`src/rtl/io_map_pkg.sv`:
```
// Shared IO map constants and serializer state encoding for the UART TX block.
package io_map_pkg;

    // Address bit that selects the IO space
    localparam int IO_SEL_BIT = 22;

    // Word-select bits start at addr[2]; register index n is decoded from addr[2+n]
    localparam int WORD_SEL_LSB      = 2;
    localparam int REG_LEDS_BIT      = 0;
    localparam int REG_UART_DATA_BIT = 1;
    localparam int REG_UART_CNTL_BIT = 2;

    // UART_CNTL status bit positions
    localparam int STAT_FULL_BIT = 0;
    localparam int STAT_IDLE_BIT = 1;
    localparam int STAT_OVF_BIT  = 2;

    // Writing 1 to this UART_CNTL bit clears the sticky overflow flag
    localparam int CNTL_OVF_CLR_BIT = 2;

    typedef enum logic [1:0] {
        SER_IDLE  = 2'd0,
        SER_START = 2'd1,
        SER_DATA  = 2'd2,
        SER_STOP  = 2'd3
    } ser_state_e;

endpackage

```
`src/rtl/uart_tx_serializer.sv`:
```
// 8N1 serializer: takes a byte on valid&ready, shifts it out LSB first, DIV cycles per bit.
module uart_tx_serializer
    import io_map_pkg::*;
#(
    parameter int DIV = 434
) (
    input  logic       clk,
    input  logic       resetn,
    input  logic [7:0] tx_byte,
    input  logic       tx_valid,
    output logic       tx_ready,
    output logic       ser_idle,
    output logic       txd
);

    localparam int CNT_W = (DIV > 1) ? $clog2(DIV) : 1;
    localparam logic [CNT_W-1:0] BIT_LAST = CNT_W'(DIV - 1);

    ser_state_e       state_q, state_d;
    logic [CNT_W-1:0] cnt_q, cnt_d;
    logic [2:0]       bit_q, bit_d;
    logic [7:0]       shreg_q, shreg_d;
    logic             txd_q, txd_d;
    logic             bit_end;

    assign bit_end  = (cnt_q == BIT_LAST);
    assign ser_idle = (state_q == SER_IDLE);
    assign txd      = txd_q;

    // Next-state, baud counting and shift logic; ready only in IDLE or on the final STOP cycle
    always_comb begin
        state_d  = state_q;
        cnt_d    = cnt_q;
        bit_d    = bit_q;
        shreg_d  = shreg_q;
        tx_ready = 1'b0;
        txd_d    = 1'b1;
        case (state_q)
            SER_IDLE: begin
                tx_ready = 1'b1;
                cnt_d    = '0;
                if (tx_valid) begin
                    shreg_d = tx_byte;
                    state_d = SER_START;
                end
            end
            SER_START: begin
                if (bit_end) begin
                    cnt_d   = '0;
                    bit_d   = 3'd0;
                    state_d = SER_DATA;
                end else begin
                    cnt_d = cnt_q + CNT_W'(1);
                end
            end
            SER_DATA: begin
                if (bit_end) begin
                    cnt_d   = '0;
                    shreg_d = {1'b0, shreg_q[7:1]};
                    if (bit_q == 3'd7) begin
                        state_d = SER_STOP;
                    end else begin
                        bit_d = bit_q + 3'd1;
                    end
                end else begin
                    cnt_d = cnt_q + CNT_W'(1);
                end
            end
            SER_STOP: begin
                if (bit_end) begin
                    cnt_d    = '0;
                    tx_ready = 1'b1;
                    if (tx_valid) begin
                        shreg_d = tx_byte;
                        state_d = SER_START;
                    end else begin
                        state_d = SER_IDLE;
                    end
                end else begin
                    cnt_d = cnt_q + CNT_W'(1);
                end
            end
            default: state_d = SER_IDLE;
        endcase

        // Line level follows the current state; registered so TXD is glitch-free
        case (state_q)
            SER_START: txd_d = 1'b0;
            SER_DATA:  txd_d = shreg_q[0];
            default:   txd_d = 1'b1;
        endcase
    end

    // Serializer state register
    always_ff @(posedge clk or negedge resetn) begin
        if (!resetn) begin
            state_q <= SER_IDLE;
            cnt_q   <= '0;
            bit_q   <= 3'd0;
            shreg_q <= 8'd0;
            txd_q   <= 1'b1;
        end else begin
            state_q <= state_d;
            cnt_q   <= cnt_d;
            bit_q   <= bit_d;
            shreg_q <= shreg_d;
            txd_q   <= txd_d;
        end
    end

endmodule

```
`src/rtl/io_uart_tx.sv`:
```
// IO register block: LED register, UART TX FIFO with overflow flag, and status decode.
module io_uart_tx
    import io_map_pkg::*;
#(
    parameter int CLK_FREQ_HZ = 50000000,
    parameter int BAUD        = 115200,
    parameter int FIFO_DEPTH  = 8
) (
    input  logic        clk,
    input  logic        resetn,
    input  logic [31:0] IO_mem_addr,
    input  logic [31:0] IO_mem_wdata,
    input  logic        IO_mem_wr,
    output logic [31:0] IO_mem_rdata,
    output logic [4:0]  LEDS,
    output logic        TXD
);

    localparam int DIV   = CLK_FREQ_HZ / BAUD;
    localparam int PTR_W = $clog2(FIFO_DEPTH);
    localparam int CNT_W = PTR_W + 1;
    localparam logic [CNT_W-1:0] COUNT_FULL = CNT_W'(FIFO_DEPTH);

    logic [4:0]       leds_q, leds_d;
    logic             ovf_q, ovf_d;
    logic [PTR_W-1:0] wr_ptr_q, wr_ptr_d, rd_ptr_q, rd_ptr_d;
    logic [CNT_W-1:0] count_q, count_d;
    logic [7:0]       fifo_mem_q [FIFO_DEPTH];
    logic [7:0]       fifo_mem_d [FIFO_DEPTH];

    logic io_sel, sel_leds, sel_data, sel_cntl;
    logic fifo_full, fifo_empty, push, pop, ovf_evt, ovf_clr;
    logic ser_ready, ser_idle;
    logic unused_bits;

    assign io_sel   = IO_mem_addr[IO_SEL_BIT];
    assign sel_leds = io_sel & IO_mem_addr[WORD_SEL_LSB + REG_LEDS_BIT];
    assign sel_data = io_sel & IO_mem_addr[WORD_SEL_LSB + REG_UART_DATA_BIT];
    assign sel_cntl = io_sel & IO_mem_addr[WORD_SEL_LSB + REG_UART_CNTL_BIT];

    // Fullness is judged on the current count, so a same-cycle pop does not rescue a write
    assign fifo_full  = (count_q == COUNT_FULL);
    assign fifo_empty = (count_q == '0);
    assign push       = sel_data & IO_mem_wr & ~fifo_full;
    assign ovf_evt    = sel_data & IO_mem_wr & fifo_full;
    assign ovf_clr    = sel_cntl & IO_mem_wr & IO_mem_wdata[CNTL_OVF_CLR_BIT];
    assign pop        = ser_ready & ~fifo_empty;

    assign LEDS = leds_q;

    assign unused_bits = &{1'b0, IO_mem_addr[31:23], IO_mem_addr[21:5],
                           IO_mem_addr[1:0], IO_mem_wdata[31:8]};

    // Register, FIFO pointer/count and overflow next-state
    always_comb begin
        leds_d     = leds_q;
        ovf_d      = ovf_q;
        wr_ptr_d   = wr_ptr_q;
        rd_ptr_d   = rd_ptr_q;
        count_d    = count_q;
        fifo_mem_d = fifo_mem_q;
        if (sel_leds && IO_mem_wr) begin
            leds_d = IO_mem_wdata[4:0];
        end
        if (push) begin
            fifo_mem_d[wr_ptr_q] = IO_mem_wdata[7:0];
            wr_ptr_d             = wr_ptr_q + PTR_W'(1);
        end
        if (pop) begin
            rd_ptr_d = rd_ptr_q + PTR_W'(1);
        end
        case ({push, pop})
            2'b10:   count_d = count_q + CNT_W'(1);
            2'b01:   count_d = count_q - CNT_W'(1);
            default: count_d = count_q;
        endcase
        // A drop in the same cycle as a clear keeps the flag set
        if (ovf_evt) begin
            ovf_d = 1'b1;
        end else if (ovf_clr) begin
            ovf_d = 1'b0;
        end
    end

    // Control and register state with asynchronous reset
    always_ff @(posedge clk or negedge resetn) begin
        if (!resetn) begin
            leds_q   <= 5'd0;
            ovf_q    <= 1'b0;
            wr_ptr_q <= '0;
            rd_ptr_q <= '0;
            count_q  <= '0;
        end else begin
            leds_q   <= leds_d;
            ovf_q    <= ovf_d;
            wr_ptr_q <= wr_ptr_d;
            rd_ptr_q <= rd_ptr_d;
            count_q  <= count_d;
        end
    end

    // FIFO storage; contents are invalidated by the count reset, so no reset is needed here
    always_ff @(posedge clk) begin
        fifo_mem_q <= fifo_mem_d;
    end

    // Zero-latency read mux: OR of every selected register
    always_comb begin
        IO_mem_rdata = 32'd0;
        if (sel_leds) begin
            IO_mem_rdata = IO_mem_rdata | {27'd0, leds_q};
        end
        if (sel_cntl) begin
            IO_mem_rdata[STAT_FULL_BIT] = fifo_full;
            IO_mem_rdata[STAT_IDLE_BIT] = fifo_empty & ser_idle;
            IO_mem_rdata[STAT_OVF_BIT]  = ovf_q;
            IO_mem_rdata = IO_mem_rdata | {27'd0, leds_q & {5{sel_leds}}};
        end
    end

    uart_tx_serializer #(
        .DIV (DIV)
    ) u_ser (
        .clk      (clk),
        .resetn   (resetn),
        .tx_byte  (fifo_mem_q[rd_ptr_q]),
        .tx_valid (~fifo_empty),
        .tx_ready (ser_ready),
        .ser_idle (ser_idle),
        .txd      (TXD)
    );

endmodule

```
`config.mk`:
```
export PLATFORM = sky130hd
export DESIGN_NAME = io_uart_tx
export DESIGN_NICKNAME = d
export VERILOG_FILES = /design/src/rtl/io_map_pkg.sv /design/src/rtl/uart_tx_serializer.sv /design/src/rtl/io_uart_tx.sv
export SDC_FILE = /design/constraint.sdc
export NUM_CORES = 1
export LEC_CHECK = 0
export ABC_AREA = 1
export CAP_MARGIN = 20
export CORE_ASPECT_RATIO = 2
export CORE_MARGIN = 5
export CORE_UTILIZATION = 46
export DETAILED_ROUTE_END_ITERATION = 12
export PLACE_DENSITY_LB_ADDON = 0.25
export SETUP_SLACK_MARGIN = 0.5
export SLEW_MARGIN = 30
export SYNTH_ARGS = -nofsm -noshare
export SYNTH_HDL_FRONTEND = slang
export SYNTH_HIERARCHICAL = 1
export SYNTH_SLANG_ARGS = --single-unit
```
`constraint.sdc`:
```
create_clock -name clk -period 2.3 [get_ports clk]
set_input_delay 0.46 -clock clk [delete_from_list [all_inputs] [get_ports clk]]
set_output_delay 0.46 -clock clk [all_outputs]
set_load 0.01 [all_outputs]
```
== Word level (Yosys, flattened, before mapping) ==
Index checks and enable logic that the tools add are counted.
Storage, ports and cells
  memories kept: 0
  latch bits: 0
  memory bits (read-only): 0
  logic and storage cells: 100
  register bits after elaboration: 103
  RAM bits: 0
  input bits: 67
  output and inout port bits: 38
Cells by class
  bitwise logic cells: 16
  $mul: 0
  reductions and logical operators: 12
  equality and inequality tests: 14
  shift operators: 0
  multiplexer cells: 31
  add/subtract/negate cells: 6
  divide/modulo/power cells: 0
  order comparisons: 3
Operator list (number)
  bitwise mux 64 bit: 1
  two-way mux 8 bit: 6
  two-way mux 32 bit: 1
  OR 32 x 5 -> 32 bit: 1
  binary-select mux 8 bit (select 3 bit): 1
  demux 8 bit (select 3 bit): 1
  case mux 8 bit (3 select lines): 1
  case mux 9 bit (2 select lines): 1
  AND 1 bit: 10
  two-way mux 2 bit: 5
  adder 3 x 1 -> 3 bit, second input constant: 3
  adder 9 x 1 -> 9 bit, second input constant: 1
  == test 9 bit, second input constant: 1
  two-way mux 3 bit: 3
  two-way mux 9 bit: 1
  >= comparator 4 bit, second input constant: 2
  != test 2 x 1 -> 1 bit, second input constant: 4
  inverter 3 -> 4 bit: 2
  case mux 2 bit (4 select lines): 1
  case mux 4 bit (2 select lines): 1
  == test 2 bit, second input constant: 3
  case mux 3 bit (2 select lines): 1
  nonzero test 2 bit: 3
  AND 5 bit: 1
  other kinds (19): 27

== Longest topological paths before layout ==
  depth after elaboration: 7
  mapped depth: 17
  mapped depth without buffers: 17

== By module ==
The synthesis kept the hierarchy.
Modules (own cells, without submodules)
  io_uart_tx: cells an instance 337, area each 3641.0 um2, instances 1, sequential area each 2322.2 um2
  uart_tx_serializer: cells an instance 165, area each 1307.5 um2, instances 1, sequential area each 576.8 um2

== Worst setup path after synthesis ==
OpenSTA, ideal clock, no wires.
  path type: reg-to-reg
  from: reg u_ser.cnt_q[1]
  to: reg count_q[2]
  path slack: 0.145 ns
  setup time: 0.125 ns
  data arrival time: 2.030 ns
  buffers on the path: 0
  cell stages (with the launch flop): 17
  required time: 2.175 ns
  period minus slack after synthesis: 2.155 ns
  cell sequence: dfrtp_1 -> inv_1 -> ha_1 -> nand2_1 -> nor2_2 -> nand3_1 -> a21oi_1 -> nand2_1 -> inv_2 -> ha_1 -> nand2_1 -> inv_1 -> nor2_1 -> ha_1 -> a21oi_1 -> xor2_1 -> o21ai_1
Between the ends
  cells in the longest elaborated chain, start to end: 6
  elaborated cells between the ends (all ways): 8
  those cells by class: 3 x eq/ne; 3 x mux; 1 x bitwise; 1 x reduce/logical
Ends and longest elaborated chain
  from (decl): line uart_tx_serializer.sv:20  | logic [CNT_W-1:0] cnt_q, cnt_d;
  from (signal assigned): line uart_tx_serializer.sv:104  | cnt_q <= cnt_d;
  == test 9 bit (*): line uart_tx_serializer.sv:26  | assign bit_end = (cnt_q == BIT_LAST);
  two-way mux 1 bit (*): line uart_tx_serializer.sv:70  | if (bit_end) begin
  case mux 1 bit (2 select lines) (*): line uart_tx_serializer.sv:38  | case (state_q)
  named net ser_ready: line io_uart_tx.sv:33  | logic ser_ready, ser_idle;
  AND 1 bit (*): line io_uart_tx.sv:47  | assign pop = ser_ready & ~fifo_empty;
  named net pop: line io_uart_tx.sv:32  | logic fifo_full, fifo_empty, push, pop, ovf_evt, ovf_clr;
  == test 2 x 1 -> 1 bit or == test 2 bit (tied branches): line io_uart_tx.sv:72  | case ({push, pop})
  case mux 4 bit (2 select lines) or nonzero test 2 bit (tied branches)
  to (signal assigned): line io_uart_tx.sv:98  | count_q <= count_d;
  to (decl): line io_uart_tx.sv:27  | logic [CNT_W-1:0] count_q, count_d;
Mark *: on every way through the listed nets, which the timed path passes. The rest lies on a longest branch.
A chain may end at the register's enable or synchronous reset.

== Final worst setup path ==
  from: reg u_ser.cnt_q[6]
  to: reg count_q[2]
The elaborated chain is that of the path after synthesis.

==> flow_metrics.tcl <==
set metrics [dict create \
    vias 3533 \
    slowest_delay_ns 0.42 \
    area.growth.synth_to_final_pct 21.0 \
    r2r_cells 15 \
    drt_iter0_markers 210 \
    critical_path_class "register to register" \
    post-route-period-util_pct 90.5 \
    endpoint_kind "register" \
    finalHoldViolCount 0 \
    fmax_mhz 480 \
    ir_drop_v 0.000619 \
    clock_path_buffers 2 \
    yosysWarnings 6 \
    postCtsHoldBufs 0 \
    grt_util_all_layers_pct 16.4 \
    cp-endpoint "count_q[2]" \
    drcViolationCount 0 \
    root_buffer "clkbuf_16" \
    critPathLaunchType "register" \
    place_inst 679 \
    core_um2 10500 \
    outcome "finished, final reports clean" \
    clk_pin_slew_ns 0.07 \
    tns_ns 0 \
    antenna_found_initial 0 \
    final.setup_skew_ns 0.00842 \
    viasPerCell 4.96 \
    start_util_pct 46.9 \
    rsz0062_at_grt "yes" \
    h-tree-depth 3 \
    netlist_area_um2 4950 \
    cts_tree "built" \
    final_common_cell "nand2_1" \
    gr-total-overflow 0 \
    grt_pass1_wl_um 16900 \
    finalSetupViolations 0 \
    path_max_fanout 4 \
    antenna_cells 0 \
    gp_congestion 0.790 \
    dieArea_um2 13100 \
    crit_chain "inv_1, nand2_1, nor2_4, nand3_2, a21oi_2, nand2_1, inv_2, ha_4, nand2_2, inv_2, nor2_2, ha_4, a21oi_2, xor2_1, o21ai_1" \
    mostFrequentLayoutCells "nand2_1, nor2_1, edfxtp_1, o21ai_1, buf_4" \
    r2r_end "count_q[2]" \
    yosysUniqueCellTypes 33 \
    layout.nets 652 \
    leakagePower_nw 2.57 \
    hpwl_um 7270 \
    layout_setup_ws_ns 0.218 \
    synth_seq_cells 103 \
    clock-sinks 103 \
    drive_above_1_share_pct 21.9 \
    startpoint "u_ser/cnt_q[6]" \
    grt_max_degree 35 \
    drtPass1Iterations 4 \
    reg2reg_from "u_ser/cnt_q[6]" \
    num_rows 53 \
    grt_pass1_vias 3589 \
    instances_no_fill 712 \
    r2r_slack_ns 0.22 \
    finalPower_mw 7.01 \
    die_h_um 157 \
    io_buffers 25 \
    cts_buffers 9 \
    ant_nets 0 \
    ys_seq_area_share_pct 58.6 \
    syn_inst 502 \
    post-place-ws_ns -0.105 \
    min_path_type "input port to asynchronous set/reset pin" \
    top_level_ports 105 \
    max_slew.worst_pin.slew_ns 0.562 \
    wirelength_um 10400 \
    p_per_area_nw_per_um2 1170 \
    arrival_ns 2.32 \
    fin_crit_ns 2.08 \
    avgSynthCellArea_um2 9.86 \
    required_ns 2.54 \
    slowest_stage "dfrtp_1" \
    die_w_um 83.3 \
    clk_latency_ns 0.35 \
    avgRoutedWirePerCell_um 14.7 \
    max_cap_viol_count 0 \
    slew_viol_final 0 \
    max_slew_margin_pct 62.4 \
]
-- worst min-delay path by stage --
stage / cells past startpoint / to / startpoint / slack (ns)
5_1_grt: 1 / u_ser/shreg_q[6] / resetn / 0.09
6_report: 1 / u_ser/shreg_q[7] / resetn / 0.05
3_5_place_dp: 1 / u_ser/shreg_q[7] / resetn / 0.43
2_1_floorplan: 0 / LEDS[0] / resetn / 0.16
4_1_cts: 1 / u_ser/shreg_q[7] / resetn / 0.05
3_3_place_gp: 1 / u_ser/shreg_q[6] / resetn / 0.43
-- synthesized netlist by cell type (all sizes together) --
master | instances | area, um2
nand2 | 120 | 473
nor2 | 73 | 289
edfxtp | 64 | 1920
o21ai | 57 | 304
buf | 39 | 303
dfrtp | 38 | 951
inv | 33 | 124
nand3 | 22 | 110
ha | 15 | 188
nor3 | 13 | 65.1
a21oi | 9 | 48.8
xor2 | 5 | 43.8
xnor2 | 3 | 26.3
mux2 | 2 | 22.5
nand4 | 2 | 12.5
or2 | 2 | 12.5
conb | 1 | 3.75
dfstp | 1 | 26.3
nor3b | 1 | 7.51
o211ai | 1 | 7.51
o32ai | 1 | 8.76
-- report_power, final --
part / internal (mW) / switching [mW] / total [mW]
Combinational: 1.24 / 1.81 / 3.05
Sequential: 2.26 / 0.205 / 2.47
Clock: 0.766 / 0.724 / 1.49
-- area by class of cell --
type / count / area [um2]
fill: 904 / 4560
clock buffer: 9 / 225
clock inverter: 7 / 76.3
multi-input combinational: 353 / 1900
tap: 137 / 171
timing repair buffer: 70 / 591
inverter: 33 / 124
sequential: 103 / 2900
-- worst max-delay path, delay by kind of cell, from the launching register on --
family                     cells  cell delay (ns)
and+or+nand+nor                6             0.52
DFF                            1             0.42
AOI/OAI and AO/OA              3             0.31
adders and majority gates      2             0.29
buffers and inverters          3             0.26
xor gates and xnor gates       1             0.16
-- sequential cells by signal, summed over array words and instances, names as in the netlist --
| name | cells |
|---|---|
| u_ser/cnt_q | 9 |
| ovf_q | 1 |
| u_ser/txd | 1 |
| u_ser/state_q | 2 |
| fifo_mem_q | 64 |
| u_ser/bit_q | 3 |
| LEDS | 5 |
| wr_ptr_q | 3 |
| u_ser/shreg_q | 8 |
| rd_ptr_q | 3 |
| count_q | 4 |
-- metal layers --
| metal | GRT usage, % | part of all wire, % | up-vias |
|---|---|---|---|
| li1 | - | - | 1757 |
| met1 | 17.0 | 37 | 1700 |
| met2 | 31.7 | 58 | 57 |
| met3 | 2.16 | 2.4 | 19 |
| met4 | 8.42 | 2.4 | 0 |
| met5 | 0 | 0 | - |
-- per-stage QoR --
step	hold slack, ns	instance area, um2	utilization [%]
detailed placement	0.426	5420	51.4
finish	0.0495	5990	56.8
floorplan	0.164	5100	-
global route	0.0889	5990	56.8
global placement	0.426	5420	51.4
CTS	0.0544	5890	55.8
-- repair_timing --
action,CTS,global route
pin swaps,8,13
resized for setup,44,25
setup endpoints to repair,74,54
setup buffers,14,3
cloned,0,0
-- cell families after synthesis --
logic type | Yosys count | synth area share, %
fa+ha+maj | 15 | 3.79
other cells | 1 | 0.0758
compound gates | 68 | 7.46
buf+inv | 72 | 8.62
xor+xnor | 8 | 1.42
mux | 2 | 0.455
simple gates | 233 | 19.6
flops | 103 | 58.6
Power figures use the tool's default switching activity.
